File: src/rtl/audio_pkg.sv
// Shared constants, stereo frame type and sample extension helper for the
// audio receive path.
package audio_pkg;

  localparam int MODE_I2S = 0;
  localparam int MODE_LJ  = 1;

  localparam logic LRC_LEFT_LOW  = 1'b0;
  localparam logic LRC_LEFT_HIGH = 1'b1;

  typedef struct packed {
    logic [31:0] left;
    logic [31:0] right;
  } frame_t;

  // Bits at and above wl take the sign bit (or zero); wl = 32 passes through.
  function automatic logic [31:0] extend_sample(input logic [31:0] raw,
                                                input int          wl,
                                                input logic        sign_ext);
    logic [31:0] res;
    res = raw;
    for (int i = 0; i < 32; i++) begin
      if (i >= wl) res[i] = sign_ext & raw[wl-1];
    end
    return res;
  endfunction

endpackage

File: src/rtl/audio_frame_fifo.sv
// Show-ahead frame FIFO: head is visible while not empty, a push on a full
// FIFO without a same-edge pop is dropped and flagged for one cycle.
module audio_frame_fifo #(
  parameter int DEPTH = 4,
  parameter int WIDTH = 64
) (
  input  logic                   aud_bclk,
  input  logic                   rst_n,
  input  logic                   push,
  input  logic [WIDTH-1:0]       push_data,
  input  logic                   pop,
  output logic [WIDTH-1:0]       head,
  output logic                   not_empty,
  output logic [$clog2(DEPTH):0] level,
  output logic                   dropped
);

  localparam int AW = $clog2(DEPTH);

  logic [WIDTH-1:0] mem [DEPTH];
  logic [AW-1:0]    wr_ptr;
  logic [AW-1:0]    rd_ptr;
  logic             full;
  logic             do_pop;
  logic             do_push;

  // A pop on the same edge frees the slot, so a full FIFO still accepts.
  assign full      = (level == (AW+1)'(DEPTH));
  assign not_empty = (level != '0);
  assign do_pop    = pop && not_empty;
  assign do_push   = push && (!full || do_pop);
  assign dropped   = push && full && !do_pop;
  assign head      = not_empty ? mem[rd_ptr] : '0;

  always_ff @(posedge aud_bclk or negedge rst_n) begin
    if (!rst_n) begin
      wr_ptr <= '0;
      rd_ptr <= '0;
      level  <= '0;
      for (int i = 0; i < DEPTH; i++) mem[i] <= '0;
    end else begin
      if (do_push) begin
        mem[wr_ptr] <= push_data;
        wr_ptr      <= wr_ptr + 1'b1;
      end
      if (do_pop) rd_ptr <= rd_ptr + 1'b1;
      if (do_push && !do_pop)      level <= level + 1'b1;
      else if (do_pop && !do_push) level <= level - 1'b1;
    end
  end

endmodule

File: src/rtl/audio_rx_stereo.sv
// I2S / left-justified serial receiver: deserialises WL-bit samples, pairs
// left/right into stereo frames and queues them in a show-ahead FIFO.
module audio_rx_stereo
  import audio_pkg::*;
#(
  parameter int   WL         = 24,
  parameter int   MODE       = MODE_I2S,
  parameter logic LEFT_LRC   = LRC_LEFT_LOW,
  parameter logic SIGN_EXT   = 1'b1,
  parameter int   FIFO_DEPTH = 4
) (
  input  logic                        aud_bclk,
  input  logic                        rst_n,
  input  logic                        aud_lrc,
  input  logic                        aud_adcdat,
  input  logic                        rd_en,
  output logic                        frame_valid,
  output logic [31:0]                 left_data,
  output logic [31:0]                 right_data,
  output logic [$clog2(FIFO_DEPTH):0] fifo_level,
  output logic                        overflow,
  input  logic                        clr_ovf,
  output logic                        slot_err
);

  typedef enum logic [1:0] {ST_IDLE, ST_SHIFT, ST_HOLD} rx_state_t;

  localparam int CW = $clog2(WL + 1);

  rx_state_t     state;
  logic [CW-1:0] bit_cnt;
  logic [WL-1:0] shreg;
  logic [WL-1:0] left_hold;
  logic          armed;
  logic          lrc_d0;
  logic          is_left;
  logic          left_pend;
  logic          lrc_edge;
  logic          commit;
  logic          push;
  logic          dropped;
  frame_t        push_frame;
  frame_t        head;

  // The first edge after reset only loads lrc_d0, so a high LRC at release
  // is not mistaken for a slot boundary.
  assign lrc_edge = armed && (aud_lrc != lrc_d0);
  assign commit   = (state == ST_SHIFT) && (bit_cnt == CW'(WL));
  assign push     = commit && !is_left && left_pend;

  always_comb begin
    push_frame       = '0;
    push_frame.left  = extend_sample(32'(left_hold), WL, SIGN_EXT);
    push_frame.right = extend_sample(32'(shreg), WL, SIGN_EXT);
  end

  // A commit and a new slot may share an edge; the slot start is written last
  // so it takes over the state while the commit still sees the old sample.
  always_ff @(posedge aud_bclk or negedge rst_n) begin
    if (!rst_n) begin
      state     <= ST_IDLE;
      bit_cnt   <= '0;
      shreg     <= '0;
      left_hold <= '0;
      armed     <= 1'b0;
      lrc_d0    <= 1'b0;
      is_left   <= 1'b0;
      left_pend <= 1'b0;
      slot_err  <= 1'b0;
    end else begin
      armed    <= 1'b1;
      lrc_d0   <= aud_lrc;
      slot_err <= 1'b0;
      if (commit) begin
        state <= ST_HOLD;
        if (is_left) begin
          left_hold <= shreg;
          left_pend <= 1'b1;
        end else begin
          left_pend <= 1'b0;
        end
      end
      if (lrc_edge) begin
        if (state == ST_SHIFT && bit_cnt != CW'(WL)) begin
          slot_err  <= 1'b1;
          left_pend <= 1'b0;
        end
        is_left <= (aud_lrc == LEFT_LRC);
        state   <= ST_SHIFT;
        if (MODE == MODE_LJ) begin
          shreg   <= {shreg[WL-2:0], aud_adcdat};
          bit_cnt <= CW'(1);
        end else begin
          bit_cnt <= '0;
        end
      end else if (state == ST_SHIFT && bit_cnt != CW'(WL)) begin
        shreg   <= {shreg[WL-2:0], aud_adcdat};
        bit_cnt <= bit_cnt + 1'b1;
      end
    end
  end

  always_ff @(posedge aud_bclk or negedge rst_n) begin
    if (!rst_n)       overflow <= 1'b0;
    else if (dropped) overflow <= 1'b1;
    else if (clr_ovf) overflow <= 1'b0;
  end

  audio_frame_fifo #(
    .DEPTH (FIFO_DEPTH),
    .WIDTH (64)
  ) u_fifo (
    .aud_bclk  (aud_bclk),
    .rst_n     (rst_n),
    .push      (push),
    .push_data (push_frame),
    .pop       (rd_en),
    .head      (head),
    .not_empty (frame_valid),
    .level     (fifo_level),
    .dropped   (dropped)
  );

  assign left_data  = head.left;
  assign right_data = head.right;

endmodule

File: config.mk
export PLATFORM = sky130hd
export DESIGN_NAME = audio_rx_stereo
export DESIGN_NICKNAME = d
export VERILOG_FILES = /design/src/rtl/audio_pkg.sv /design/src/rtl/audio_frame_fifo.sv /design/src/rtl/audio_rx_stereo.sv
export SDC_FILE = /design/constraint.sdc
export NUM_CORES = 1
export LEC_CHECK = 0
export ABC_AREA = 1
export BUFFER_PORTS_ARGS = -buffer_cell sky130_fd_sc_hd__buf_2
export CAP_MARGIN = 10
export CORE_UTILIZATION = 45
export DETAILED_ROUTE_END_ITERATION = 6
export PLACE_DENSITY = 0.6
export SLEW_MARGIN = 10
export SYNTH_ARGS = -nofsm -noshare
export SYNTH_HDL_FRONTEND = slang
export SYNTH_SLANG_ARGS = --single-unit
File: constraint.sdc
create_clock -name aud_bclk -period 3.85 [get_ports aud_bclk]
set_input_delay 0.77 -clock aud_bclk [delete_from_list [all_inputs] [get_ports aud_bclk]]
set_output_delay 0.77 -clock aud_bclk [all_outputs]
set_load 0.01 [all_outputs]
==> impl_metrics.tcl <==
set metrics [dict create \
    status "completed" \
    wire_per_inst_um 17.72 \
    first_pass_iters 5 \
    first_iter_violations 1196 \
    drive_gt1_share_pct 10.67 \
    root_buffer "clkbuf_16" \
    cts_sinks 260 \
    slew_viol_final 0 \
    grt_max_degree 196 \
    finalNonFillerCells 1900 \
    start_util_pct 46.35 \
    path_buf_inv 2 \
    path_cells "inv_2 > o21ai_0 > a21oi_1 > buf_2" \
    placed_cells_incl_taps 1847 \
    multi_input_area_sq_um 4917 \
    synthCells 1539 \
    overflow 0 \
    postCtsResizedCells 0 \
    yosysWarnings 0 \
    track_usage_pct 24.92 \
    cts_buffers 29 \
    gp_congestion 0.7669 \
    ff2ff_setup_slack_ns 1.54 \
    synth_cell_types 30 \
    crit_fanout 45 \
    min_period_over_period_pct 83.68 \
    antenna_left 0 \
    rsz0062_at_grt "false" \
    crit_arrival_ns 2.45 \
    setup_viol 0 \
    rr_worst_depth 8 \
    die_w_um 166.8 \
    clk_pin_slew_ns 0.06 \
    drcViolationCount 0 \
    worstPathRequired_ns 3.08 \
    power_uw 8541 \
    num_rows 59 \
    reg2reg_to "shreg[23]" \
    max_stage_delay_ns 0.60 \
    synth_top_cell_area_share_pct 53.27 \
    finClkSkew_ns 0.02343 \
    final-seq-area_sq_um 6509 \
    dpl.hpwl_um 18830 \
    yosysSeqAreaShare_pct 53.27 \
    postCtsHoldBufs 0 \
    syn_nets 1553 \
    end_kind "output port" \
    clock_path_buffers 3 \
    wirelength_um 33670 \
    htreeDepth 1 \
    final_nets 1557 \
    ir_drop_uv 342.6 \
    avgSynthCellArea_sq_um 7.936 \
    cp_slowest_cell "inv_2" \
    core_area_sq_um 26350 \
    grt_pass1_vias 9595 \
    hold_viol_final 0 \
    antenna_found_initial 0 \
    tns_ns 0 \
    routed_via_density 5.352 \
    port_buffers 75 \
    synth-edff-count 0 \
    period_minus_slack_ns 3.222 \
    slew_headroom_pct 32.65 \
    ys_ff_latch 260 \
    synth_common_cells "491 x nand2_1, 260 x dfrtp_1, 216 x nand3_1" \
    crit_path_start_kind "flop" \
    synth.area.top_cells "dfrtp_1 53%, nand2_1 15%, nand3_1 8.9%" \
    r2r_start "bit_cnt[0]" \
    max_slew.worst_pin.slew_ns 1.010 \
    drv_cap 0 \
    yosysTopAreaCell "dfrtp_1" \
    ys.flop_type "dfrtp_1" \
    cp_top_family "buffers and inverters" \
    fp.dieArea_sq_um 27810 \
    p_leak_uw 0.007311 \
    p_per_area_nw_per_um2 630.4 \
    antennaDiodeCount 0 \
    pin_count 76 \
    synth_async_sr_flop_share_pct 100.0 \
    max_freq_mhz 310.4 \
    postCtsSetupBuffers 0 \
    hold_ws_ns 0.1596 \
    dieHeight_um 166.8 \
    cts_tree "built" \
    hold_path_class "in2async" \
    synth_area_sq_um 12210 \
    vias 10170 \
    clkLatencyLatePin_ns 0.55 \
    crit_type "reg2out" \
    syn2layout_area_growth_pct 10.93 \
    yosysMostFrequentCell "nand2_1" \
    grt_pass1_wl_um 55070 \
    fillers 2604 \
]
worst max-delay path by stage:
stage                           from        endpoint  slack, ns  cells past startpoint
finish              u_fifo.rd_ptr[0]  right_data[29]       0.63                      4
global placement    u_fifo.rd_ptr[0]  right_data[24]       1.20                      4
detailed placement  u_fifo.rd_ptr[0]  right_data[24]       1.15                      4
floorplan            u_fifo.level[0]   left_data[24]       1.23                      7
global route        u_fifo.rd_ptr[0]   left_data[27]       0.41                      4
CTS                 u_fifo.rd_ptr[0]  right_data[24]       0.57                      4
layer usage:
metal | global-route usage [%] | share of wire [%] | vias to the layer above
met3 | 3.184 | 4.8 | 48
met1 | 36.22 | 46 | 4913
met2 | 39.53 | 46 | 256
met5 | 0 | 0 | -
li1 | - | - | 4951
met4 | 6.159 | 2.4 | 0
cell families (layout without fill, tap and decap cells):
group,after synthesis,after routing,synth area share [%]
adder cells (fa/ha/maj),8,8,0.8809
AND/OR/NAND/NOR,927,927,31.17
AO/OA/AOI/OAI,186,186,7.714
buffers and inverters,152,178,6.556
flip-flops,260,260,53.27
multiplexers,1,1,0.09219
other,1,1,0.03070
XOR/XNOR,4,4,0.2869
registers in the layout, indices dropped and copies added, names as in the netlist:
register,flops
u_fifo.mem,192
left_hold,24
shreg,24
bit_cnt,5
u_fifo.level,3
state,2
u_fifo.rd_ptr,2
u_fifo.wr_ptr,2
armed,1
is_left,1
left_pend,1
lrc_d0,1
overflow,1
slot_err,1
where the power goes:
part	internal (uW)	switching, uW	leakage, uW
sequential	2850	227	0.00358
combinational	936	1720	0.00325
clock	1700	1110	0.000481
layout make-up:
type,count,share of cell area (%)
inverter,24,0.6649
timing repair buffer,101,4.747
clock buffer,43,6.187
multi-input combinational,1127,36.29
tap,335,3.094
sequential,260,48.04
clock inverter,10,0.9789
worst register-to-register path, stage by stage, from the launching register on:
cell	delay, ns
dfrtp_1	0.41
inv_1	0.06
ha_1	0.19
nand2_1	0.12
nor2_4	0.06
nor2_2	0.07
buf_4	0.26
nand2_1	0.62
o21ai_0	0.40
metrics by stage:
stage                     utilization (%)  setup WS, ns  instance area (sq um)
final                               51.41        0.6284                  13550
after detailed placement            47.73         1.155                  12580
after CTS                           51.41        0.5691                  13550
after global placement              47.73         1.198                  12580
after floorplan                         -         1.234                  12210
after global routing                51.41        0.4105                  13550
layout by cell type (no fill, tap or decap), types with 7 or more instances in the layout:
cell	synthesis	routed
a21oi_1	54	54
buf_2	31	74
buf_4	17	21
clkbuf_1	53	8
clkbuf_16	0	29
dfrtp_1	260	258
inv_1	19	17
nand2_1	491	491
nand3_1	216	216
nor2_1	206	206
o21ai_0	120	120
o21ai_1	7	7
Power figures use the tool's default switching activity.
